===== config.mk =====
export PLATFORM = sky130hd
export DESIGN_NAME = hazard_ctrl_flat
export DESIGN_NICKNAME = d
export VERILOG_FILES = /design/src/rtl/hazard_ctrl_if.sv /design/src/rtl/hazard_ctrl.sv /design/src/flat_wrapper.sv
export SDC_FILE = /design/constraint.sdc
export NUM_CORES = 1
export LEC_CHECK = 0
export CAP_MARGIN = 20
export CELL_PAD_IN_SITES_DETAIL_PLACEMENT = 1
export CELL_PAD_IN_SITES_GLOBAL_PLACEMENT = 1
export CORE_UTILIZATION = 32
export CTS_CLUSTER_SIZE = 10
export DETAILED_ROUTE_END_ITERATION = 16
export GPL_ROUTABILITY_DRIVEN = 0
export PLACE_DENSITY_LB_ADDON = 0.1
export SYNTH_ARGS = -nofsm -noshare
export SYNTH_HDL_FRONTEND = slang
export SYNTH_SLANG_ARGS = --single-unit

===== constraint.sdc =====
create_clock -name clk -period 4.3 [get_ports clk]
set_input_delay 1.075 -clock clk [delete_from_list [all_inputs] [get_ports clk]]
set_output_delay 1.075 -clock clk [all_outputs]
set_load 0.01 [all_outputs]

===== src/rtl/hazard_ctrl_if.sv =====
// Pipeline hazard controller bus: stage status in, stall/flush/forward controls out.
// Latency: carries combinational controls plus the registered stall counter.
// Backpressure: none on the bus itself; stalls are the backpressure it conveys.
interface hazard_ctrl_if #(
  parameter int NREAD = 2,
  parameter int NFWD  = 2,
  parameter int AW    = 5,
  parameter int CNT_W = 32
);
  localparam int SW = $clog2(NFWD + 1);

  // Pipeline status
  logic [NREAD*AW-1:0] ra_d;
  logic [NREAD*AW-1:0] ra_e;
  logic [AW-1:0]       dst_e;
  logic                wr_e;
  logic                ld_e;
  logic [NFWD*AW-1:0]  dst_fwd;
  logic [NFWD-1:0]     wr_fwd;
  logic                ld_m;
  logic                br_d;
  logic                br_use_d;
  logic                mul_d;
  logic                i_wait;
  logic                d_wait;
  logic                e_wait;
  logic                redirect_w;
  logic                cnt_clr;

  // Controls back to the pipeline
  logic                stall_f;
  logic                stall_d;
  logic                stall_e;
  logic                stall_m;
  logic                flush_d;
  logic                flush_e;
  logic                flush_m;
  logic                flush_w;
  logic [NREAD*SW-1:0] fwd_d;
  logic [NREAD*SW-1:0] fwd_e;
  logic [CNT_W-1:0]    stall_cnt;

  modport master (
    output ra_d, ra_e, dst_e, wr_e, ld_e, dst_fwd, wr_fwd, ld_m, br_d, br_use_d,
           mul_d, i_wait, d_wait, e_wait, redirect_w, cnt_clr,
    input  stall_f, stall_d, stall_e, stall_m, flush_d, flush_e, flush_m, flush_w,
           fwd_d, fwd_e, stall_cnt
  );

  modport slave (
    input  ra_d, ra_e, dst_e, wr_e, ld_e, dst_fwd, wr_fwd, ld_m, br_d, br_use_d,
           mul_d, i_wait, d_wait, e_wait, redirect_w, cnt_clr,
    output stall_f, stall_d, stall_e, stall_m, flush_d, flush_e, flush_m, flush_w,
           fwd_d, fwd_e, stall_cnt
  );
endinterface


===== src/rtl/hazard_ctrl.sv =====
// 5-stage pipeline hazard/forwarding controller with pending-redirect tracking and stall counter.
// Latency: stall/flush/forward controls are combinational; pending flags and counter update on clk.
// Backpressure: memory/E-unit waits and data hazards stall upstream stages; nothing stalls this block.
module hazard_ctrl #(
  parameter int NREAD = 2,
  parameter int NFWD  = 2,
  parameter int AW    = 5,
  parameter int CNT_W = 32
) (
  input logic         clk,
  input logic         resetn,
  hazard_ctrl_if.slave bus
);
  localparam int SW = $clog2(NFWD + 1);

  // Two independent flags: bit0 = redirect waiting out an I-fetch, bit1 = waiting out a D-access
  typedef enum logic [1:0] {
    IDLE    = 2'b00,
    PEND_I  = 2'b01,
    PEND_D  = 2'b10,
    PEND_ID = 2'b11
  } pend_state_e;

  pend_state_e         pendState;
  logic                pendI, pendD;
  logic                mE, mM;
  logic                loadUse, brHaz, mulHaz, hz;
  logic                pStallF, pStallD, pStallE, pStallM;
  logic                pFlushD, pFlushE, pFlushM, pFlushW;
  logic                setI, setD;
  logic                stallF, flushD, flushW;
  logic [NREAD*SW-1:0] fwdD, fwdE;
  logic [CNT_W-1:0]    stallCnt;

  assign pendI = pendState[0];
  assign pendD = pendState[1];

  // Register 0 is hardwired zero, so it never creates a dependency
  function automatic logic match(input logic [AW-1:0] ra, input logic [AW-1:0] dst);
    return (ra != '0) && (ra == dst);
  endfunction

  // Does any D-stage source depend on the E-stage or M-stage destination
  always_comb begin
    mE = 1'b0;
    mM = 1'b0;
    for (int k = 0; k < NREAD; k++) begin
      if (match(bus.ra_d[k*AW +: AW], bus.dst_e))        mE = 1'b1;
      if (match(bus.ra_d[k*AW +: AW], bus.dst_fwd[0 +: AW])) mM = 1'b1;
    end
  end

  assign loadUse = bus.ld_e & bus.wr_e & mE;
  assign brHaz   = bus.br_use_d & ((bus.wr_e & mE) | (bus.ld_m & mM));
  assign mulHaz  = bus.mul_d & ((bus.wr_e & mE) | (bus.wr_fwd[0] & mM));
  assign hz      = loadUse | brHaz | mulHaz;

  // Priority resolution of stall/flush: retiring redirect, E busy, D wait, I wait, then hazards
  always_comb begin
    pStallF = 1'b0; pStallD = 1'b0; pStallE = 1'b0; pStallM = 1'b0;
    pFlushD = 1'b0; pFlushE = 1'b0; pFlushM = 1'b0; pFlushW = 1'b0;
    setI    = 1'b0;
    setD    = 1'b0;
    if (bus.redirect_w) begin
      pFlushD = 1'b1; pFlushE = 1'b1; pFlushM = 1'b1; pFlushW = 1'b1;
      // A fetch/access already in flight returns stale data; remember to squash it
      if (bus.i_wait) begin
        pStallF = 1'b1;
        setI    = 1'b1;
      end
      if (bus.d_wait) setD = 1'b1;
    end else if (bus.e_wait) begin
      pStallF = 1'b1; pStallD = 1'b1; pStallE = 1'b1;
      pFlushM = 1'b1;
      if (bus.d_wait) begin
        pStallM = 1'b1;
        pFlushM = 1'b0;
        pFlushW = 1'b1;
      end
    end else if (bus.d_wait) begin
      pStallF = 1'b1; pStallD = 1'b1; pStallE = 1'b1; pStallM = 1'b1;
      pFlushW = 1'b1;
    end else if (bus.i_wait) begin
      pStallF = 1'b1;
      pFlushD = 1'b1;
      if (hz | bus.br_d) begin
        pStallD = 1'b1;
        pFlushD = 1'b0;
        pFlushE = 1'b1;
      end
    end else begin
      pStallF = hz;
      pStallD = hz;
      pFlushE = hz;
      pFlushD = bus.br_d & ~hz;
    end
  end

  // Pending redirects squash the late response on top of whatever priority decided
  assign stallF = pStallF | (pendI & bus.i_wait);
  assign flushD = pFlushD | pendI;
  assign flushW = pFlushW | pendD;

  // Forwarding select per read port; descending scan so the nearest source wins
  always_comb begin
    fwdD = '0;
    fwdE = '0;
    for (int k = 0; k < NREAD; k++) begin
      for (int j = NFWD - 1; j >= 0; j--) begin
        if (bus.wr_fwd[j] && match(bus.ra_d[k*AW +: AW], bus.dst_fwd[j*AW +: AW]))
          fwdD[k*SW +: SW] = SW'(j + 1);
        if (bus.wr_fwd[j] && match(bus.ra_e[k*AW +: AW], bus.dst_fwd[j*AW +: AW]))
          fwdE[k*SW +: SW] = SW'(j + 1);
      end
    end
    // Busy E unit keeps its latched operands; forwarding would corrupt them
    if (bus.e_wait) fwdE = '0;
  end

  // Pending-redirect tracker: a new set wins over a same-cycle clear
  always_ff @(posedge clk or negedge resetn) begin
    if (!resetn) begin
      pendState <= IDLE;
    end else begin
      pendState <= pend_state_e'({setD | (pendD & bus.d_wait),
                                  setI | (pendI & bus.i_wait)});
    end
  end

  // Saturating count of fetch-stall cycles; clear dominates
  always_ff @(posedge clk or negedge resetn) begin
    if (!resetn) begin
      stallCnt <= '0;
    end else if (bus.cnt_clr) begin
      stallCnt <= '0;
    end else if (stallF && (stallCnt != '1)) begin
      stallCnt <= stallCnt + 1'b1;
    end
  end

  // Controls are held low for the whole time reset is asserted
  assign bus.stall_f   = resetn & stallF;
  assign bus.stall_d   = resetn & pStallD;
  assign bus.stall_e   = resetn & pStallE;
  assign bus.stall_m   = resetn & pStallM;
  assign bus.flush_d   = resetn & flushD;
  assign bus.flush_e   = resetn & pFlushE;
  assign bus.flush_m   = resetn & pFlushM;
  assign bus.flush_w   = resetn & flushW;
  assign bus.fwd_d     = {(NREAD*SW){resetn}} & fwdD;
  assign bus.fwd_e     = {(NREAD*SW){resetn}} & fwdE;
  assign bus.stall_cnt = stallCnt;
endmodule


===== src/flat_wrapper.sv =====
// flat-port wrapper written by rule: the top's interface ports become plain ports
module hazard_ctrl_flat 
#(
  parameter int NREAD = 2,
  parameter int NFWD  = 2,
  parameter int AW    = 5,
  parameter int CNT_W = 32
)
  (clk, resetn, bus_ra_d, bus_ra_e, bus_dst_e, bus_wr_e, bus_ld_e, bus_dst_fwd, bus_wr_fwd, bus_ld_m, bus_br_d, bus_br_use_d, bus_mul_d, bus_i_wait, bus_d_wait, bus_e_wait, bus_redirect_w, bus_cnt_clr, bus_stall_f, bus_stall_d, bus_stall_e, bus_stall_m, bus_flush_d, bus_flush_e, bus_flush_m, bus_flush_w, bus_fwd_d, bus_fwd_e, bus_stall_cnt);
  hazard_ctrl_if #(.NREAD(NREAD), .NFWD(NFWD), .AW(AW), .CNT_W(CNT_W)) bus_i ();
  input logic clk;
  input logic resetn;
  input wire logic [$bits(bus_i.ra_d)-1:0] bus_ra_d;
  input wire logic [$bits(bus_i.ra_e)-1:0] bus_ra_e;
  input wire logic [$bits(bus_i.dst_e)-1:0] bus_dst_e;
  input wire logic [$bits(bus_i.wr_e)-1:0] bus_wr_e;
  input wire logic [$bits(bus_i.ld_e)-1:0] bus_ld_e;
  input wire logic [$bits(bus_i.dst_fwd)-1:0] bus_dst_fwd;
  input wire logic [$bits(bus_i.wr_fwd)-1:0] bus_wr_fwd;
  input wire logic [$bits(bus_i.ld_m)-1:0] bus_ld_m;
  input wire logic [$bits(bus_i.br_d)-1:0] bus_br_d;
  input wire logic [$bits(bus_i.br_use_d)-1:0] bus_br_use_d;
  input wire logic [$bits(bus_i.mul_d)-1:0] bus_mul_d;
  input wire logic [$bits(bus_i.i_wait)-1:0] bus_i_wait;
  input wire logic [$bits(bus_i.d_wait)-1:0] bus_d_wait;
  input wire logic [$bits(bus_i.e_wait)-1:0] bus_e_wait;
  input wire logic [$bits(bus_i.redirect_w)-1:0] bus_redirect_w;
  input wire logic [$bits(bus_i.cnt_clr)-1:0] bus_cnt_clr;
  output wire logic [$bits(bus_i.stall_f)-1:0] bus_stall_f;
  output wire logic [$bits(bus_i.stall_d)-1:0] bus_stall_d;
  output wire logic [$bits(bus_i.stall_e)-1:0] bus_stall_e;
  output wire logic [$bits(bus_i.stall_m)-1:0] bus_stall_m;
  output wire logic [$bits(bus_i.flush_d)-1:0] bus_flush_d;
  output wire logic [$bits(bus_i.flush_e)-1:0] bus_flush_e;
  output wire logic [$bits(bus_i.flush_m)-1:0] bus_flush_m;
  output wire logic [$bits(bus_i.flush_w)-1:0] bus_flush_w;
  output wire logic [$bits(bus_i.fwd_d)-1:0] bus_fwd_d;
  output wire logic [$bits(bus_i.fwd_e)-1:0] bus_fwd_e;
  output wire logic [$bits(bus_i.stall_cnt)-1:0] bus_stall_cnt;
  assign bus_i.ra_d = bus_ra_d;
  assign bus_i.ra_e = bus_ra_e;
  assign bus_i.dst_e = bus_dst_e;
  assign bus_i.wr_e = bus_wr_e;
  assign bus_i.ld_e = bus_ld_e;
  assign bus_i.dst_fwd = bus_dst_fwd;
  assign bus_i.wr_fwd = bus_wr_fwd;
  assign bus_i.ld_m = bus_ld_m;
  assign bus_i.br_d = bus_br_d;
  assign bus_i.br_use_d = bus_br_use_d;
  assign bus_i.mul_d = bus_mul_d;
  assign bus_i.i_wait = bus_i_wait;
  assign bus_i.d_wait = bus_d_wait;
  assign bus_i.e_wait = bus_e_wait;
  assign bus_i.redirect_w = bus_redirect_w;
  assign bus_i.cnt_clr = bus_cnt_clr;
  assign bus_stall_f = bus_i.stall_f;
  assign bus_stall_d = bus_i.stall_d;
  assign bus_stall_e = bus_i.stall_e;
  assign bus_stall_m = bus_i.stall_m;
  assign bus_flush_d = bus_i.flush_d;
  assign bus_flush_e = bus_i.flush_e;
  assign bus_flush_m = bus_i.flush_m;
  assign bus_flush_w = bus_i.flush_w;
  assign bus_fwd_d = bus_i.fwd_d;
  assign bus_fwd_e = bus_i.fwd_e;
  assign bus_stall_cnt = bus_i.stall_cnt;
  hazard_ctrl #(.NREAD(NREAD), .NFWD(NFWD), .AW(AW), .CNT_W(CNT_W)) u_core (.clk(clk), .resetn(resetn), .bus(bus_i));
endmodule

After elaboration in Yosys (flattened, before gate mapping)
Index checks and enable logic that the tools add are counted.
{ "word_totals": {"out_inout_bits": 48, "register_bits": 34, "wordCells": 112, "input_bits": 50} }
{ "op_classes": {"n_reduce_logical": 24, "addsub": 1, "eq_ne": 11, "muxes": 43, "n_bitwise": 31} }
{ "op_table": {"columns": ["op", "n"], "rows": [
  ["$mux W32", 2],
  ["$eq A5 B5 Y1", 10],
  ["$add A32 B1 Y32 const B", 1],
  ["$mux W1", 32],
  ["$ne A32 B32 Y1 const B", 1],
  ["$reduce_bool A5 Y1", 4],
  ["$logic_and A1 B1 Y1", 19],
  ["$and A1 B1 Y1", 18],
  ["$mux W2", 8],
  ["$or A1 B1 Y1", 10],
  ["$and A4 B4 Y4", 2],
  ["$mux W4", 1],
  ["$reduce_bool A2 Y1", 1],
  ["$not A1 Y1", 1]
]} }

Longest topological paths before layout
{ "logic_depth": {"depth_word": 17, "depth_mapped": 11, "mapped_depth_nobuf": 8} }

Worst setup path before layout
No wires, ideal clock.
{ "synth_timing": {"path_kind": "in2out", "startpoint": "in bus_ra_d[5]", "endpoint": "out bus_flush_d", "path_stages": 8, "setup_slack_ps": 588, "arrival_ps": 2637, "path_cell_list": "or4_1 > nor2_1 > nor4_1 > o21ai_0 > and2_1 > nand2_1 > nor4_1 > o31a_1"} }
{ "synth_between": {"elab_chain_cells": 16} }
{ "synth_rtl": {"columns": ["element", "line", "source"], "rows": [
  ["start, declared", "flat_wrapper.sv:13", "input wire logic [$bits(bus_i.ra_d)-1:0] bus_ra_d;"],
  ["$eq A5 B5 Y1 or $reduce_bool A5 Y1 (tied branches)", "hazard_ctrl.sv:40", "return (ra != '0) && (ra == dst);"],
  ["$logic_and A1 B1 Y1", "hazard_ctrl.sv:40", null],
  ["$mux W1, on equally long branches", "hazard_ctrl.sv:48, hazard_ctrl.sv:49", null],
  ["$and A1 B1 Y1, on equally long branches", "hazard_ctrl.sv:54, hazard_ctrl.sv:55", null],
  ["$or A1 B1 Y1", "hazard_ctrl.sv:54", "assign brHaz = bus.br_use_d & ((bus.wr_e & mE) | (bus.ld_m & mM));"],
  ["$and A1 B1 Y1", "hazard_ctrl.sv:54", null],
  ["$or A1 B1 Y1", "hazard_ctrl.sv:56", "assign hz = loadUse | brHaz | mulHaz;"],
  ["$or A1 B1 Y1 (*)", "hazard_ctrl.sv:56", null],
  ["$or A1 B1 Y1 or $not A1 Y1 (tied branches)", "hazard_ctrl.sv:86, hazard_ctrl.sv:95", null],
  ["$mux W1 or $and A1 B1 Y1 (tied branches)", "hazard_ctrl.sv:86, hazard_ctrl.sv:95", null],
  ["$mux W1 (*)", "hazard_ctrl.sv:83", "end else if (bus.i_wait) begin"],
  ["$mux W1 (*)", "hazard_ctrl.sv:80", "end else if (bus.d_wait) begin"],
  ["$mux W1 (*)", "hazard_ctrl.sv:72", "end else if (bus.e_wait) begin"],
  ["$mux W1 (*)", "hazard_ctrl.sv:64", "if (bus.redirect_w) begin"],
  ["$or A1 B1 Y1 (*)", "hazard_ctrl.sv:101", "assign flushD = pFlushD | pendI;"],
  ["$and A1 B1 Y1 (*)", "hazard_ctrl.sv:146", "assign bus.flush_d = resetn & flushD;"],
  ["end, declared", "flat_wrapper.sv:33", "output wire logic [$bits(bus_i.flush_d)-1:0] bus_flush_d;"]
]} }
Mark *: on every way between the ends. The rest lies on a longest branch, timed or not.

Final worst setup path
Ends and elaborated chain as after synthesis.

==> summary.txt <==
Clock network
  • TritonCTS clock tree: done
  • Clock Latency Late Sink: 0.29 ns
  • Clk sinks: 34
  • Clk slew on worst S/H paths: 0.07 ns
  • Inserted Clock Buffers: 5
  • H-tree Lvls: 2
  • Bufs on Longest Clock Path: 2
  • Root buffer cell: clkbuf_8
  • Cts hold-fix bufs: 0

Critical path
  • Critical R2R Launch: u_core.bus.stall_cnt[0]$_DFFE_PN0P_
  • Cells along the critical path: clkdlybuf4s50_1 > or4_4 > nor2_4 > nor4_1 > o21ai_2 > and2_4 > nand2_2 > nor4_4 > o31a_1 > buf_2
  • CP startpoint: bus_ra_d[5]
  • Maximum fanout along the worst path: 3
  • Worst setup SP type: input pin
  • Worst path arrival time: 3.17 ns
  • Reg2Reg Setup Slack: 1.36 ns
  • Critical setup path kind: input pin to primary output
  • Critical Path Max Stage Delay: 0.44 ns
  • Critical Path End Type: primary output
  • Required @ worst endpoint: 3.22 ns
  • CP max-delay cell: clkdlybuf4s50_1

Cells and area
  • Layout cells sized above 1: 0.149
  • Antenna cells: 0
  • Fin area: 4170 µm²
  • Final Util: 0.531
  • Final nets: 494
  • Area Overhead vs Synth: 58.3%
  • Non-filler cells, final: 545
  • Fill cells: 937

Floorplanning
  • Chip Width: 92.7 µm
  • Die ar.: 8590 µm²
  • Core area: 7850 µm²
  • # rows: 32
  • DIE HEIGHT: 92.7 µm
  • I/O pins: 98
  • Initial Util: 0.335

GRT
  • Largest net degree at the start of global routing: 28
  • Vias in the first global route: 3,000
  • Initial antenna violation count: 0
  • Total grt overflow: 0
  • Gr usage total: 0.218
  • Global-route wire length before repair: 14,900 µm

Flow run
  • Max_cap viols: 0

Placement
  • Port bufs: 97
  • # placed instances: 535
  • Cell area after placement: 3910 µm²
  • Pre-CTS setup slack: -0.631 ns
  • Post-DP HPWL: 7090 µm

Yosys
  • Main area contributors after synthesis: dfrtp_1, xnor2_1, xor2_1
  • Syn avg cell area: 8.28 µm²
  • Register bit total from synthesis: 34
  • Post-synth EDFFs: 0
  • Syn Inst Count: 318
  • Ys Warns: 0
  • Area of the mapped netlist: 2630 µm²
  • Post-synthesis sequential area ratio: 0.323
  • Post-synth top cells: xnor2_1, dfrtp_1, nor2_1
  • Synth Flop Type: dfrtp_1
  • Netlist cell types: 45
  • Largest area contributor in the synthesized netlist: dfrtp_1
  • Syn_nets: 369
  • Async S/R FF share, synth: 1.00
  • Post-synth top area share: 0.323
  • Count leader, synth: xnor2_1

Timing
  • Achievable Freq: 236 MHz
  • Minimum clock period: 4.25 ns
  • Fin crit share: 0.987
  • Relative slew slack: 0.703
  • Slew @ Worst Pin: 0.446 ns
  • Endpoints failing setup: 0
  • Max Slew Vio Count: 0
  • Final Hold Viols: 0
  • Final hold slack: 0.490 ns
  • Fin Clk Skew: 0.0148 ns
  • Setup_tns: 0 ns
  • Post-route setup slack: 0.0550 ns

Route
  • Wirelength per Cell: 16.5 µm
  • Vias: 2,876
  • Via/cell ratio: 5.28
  • ANT nets after route: 0
  • Drt first-iter violations: 65
  • Post-route DRC: 0
  • TritonRoute pass-1 iters: 4
  • Post-Route WL: 9020 µm

Pwr
  • Maximum vdd ir drop: 0.101 mV
  • Pleak: 1.62 nW
  • PwrDens: 204 nW/µm²
  • Design Power: 850 µW

Hold path
  • Min-delay src: u_core.pendState[1]$_DFF_PN0_
  • Worst Hold Class: flip-flop to flip-flop

Status
  • Status: completed
-- sequential cells by signal, summed over array words and instances, names as in the netlist --
| register | flops |
|---|---|
| u_core.bus.stall_cnt | 32 |
| u_core.pendState | 2 |
-- repair_timing --
item / 4_1_cts / 5_1_grt
pin swaps: 6 / 11
resized for setup: 27 / 22
buffers inserted: 0 / 3
endpoints found under the setup margin: 6 / 5
-- worst max-delay path, delay by kind of cell --
kind,cells,cell delay [ns]
buffers and inverters,2,0.57
AND/OR/NAND/NOR,6,1.18
AO/OA/AOI/OAI,2,0.34
-- layout make-up --
type | count | area [µm²] | area share
Clock buffer | 6 | 82.6 | 0.0198
Clock inverter | 1 | 30.0 | 0.00721
Inverter | 7 | 26.3 | 0.00630
Multi-Input combinational cell | 260 | 1780 | 0.427
Sequential cell | 34 | 851 | 0.204
Tap cell | 102 | 128 | 0.0306
Timing Repair Buffer | 135 | 1270 | 0.304
-- logic make-up (layout without fill, tap and decap cells) --
family                   count (synthesis)  count (layout)  share of synthesized area
AND/OR/NAND/NOR                        146             146                      0.303
adder cells (fa/ha/maj)                  1               1                    0.00475
AO/OA/AOI/OAI                           47              47                      0.108
XOR/XNOR                                64              64                      0.213
multiplexers                             2               2                    0.00808
buffers and inverters                   24             149                     0.0399
flip-flops                              34              34                      0.323
-- layout by cell type, fill, tap and decap left out, types with 2 or more instances in the layout --
cell             netlist  final
dlygate4sd2_1          0      5
nor3_1                 3      3
nor4_4                 0      3
nor3b_1                3      3
nand2b_1               2      2
clkbuf_8               0      6
o21a_1                 2      2
xnor2_1               46     46
and3b_1                2      2
buf_6                  1      2
o31a_1                 3      3
buf_4                  1     36
nand2_1               20     19
clkdlybuf4s50_1        0     78
o21ai_0               10      9
nand4_1               12     12
or3_1                  8      8
or4_1                 13     11
buf_2                  1      3
nor2_1                33     31
or4_4                  1      3
dfrtp_1               34     34
nor2_4                 0      2
nor2b_1                6      6
nor4_1                 9      5
o21ai_2                0      2
nand3_1               22     22
and3_1                 3      3
inv_1                  6      6
dlymetal6s2s_1         0     10
xor2_1                18     18
o31ai_1                7      7
and4_1                 2      2
a21oi_1               19     19
-- path summary, 6_finish.rpt --
path / to / depth (start not counted)
min in group asynchronous: u_core.bus.stall_cnt[16]$_DFFE_PN0P_ / 2
worst max-delay path: bus_flush_d / 10
worst max register to register: u_core.bus.stall_cnt[7]$_DFFE_PN0P_ / 9
max in group asynchronous: u_core.bus.stall_cnt[29]$_DFFE_PN0P_ / 2
worst min-delay path: u_core.pendState[1]$_DFF_PN0_ / 2
worst min register to register: u_core.pendState[1]$_DFF_PN0_ / 2
-- where the power goes --
part	internal, mW	switching [mW]	total [mW]
Combinational	0.114	0.102	0.217
Clock	0.186	0.119	0.305
Sequential	0.324	0.00452	0.328
Total	0.624	0.226	0.850
-- routing by layer --
layer | share of wire | global-route usage
met4 | 0.014 | 0.0551
met2 | 0.52 | 0.388
met1 | 0.43 | 0.271
met3 | 0.035 | 0.0394
met5 | 0 | 0
(Power assumes the default switching activity.)
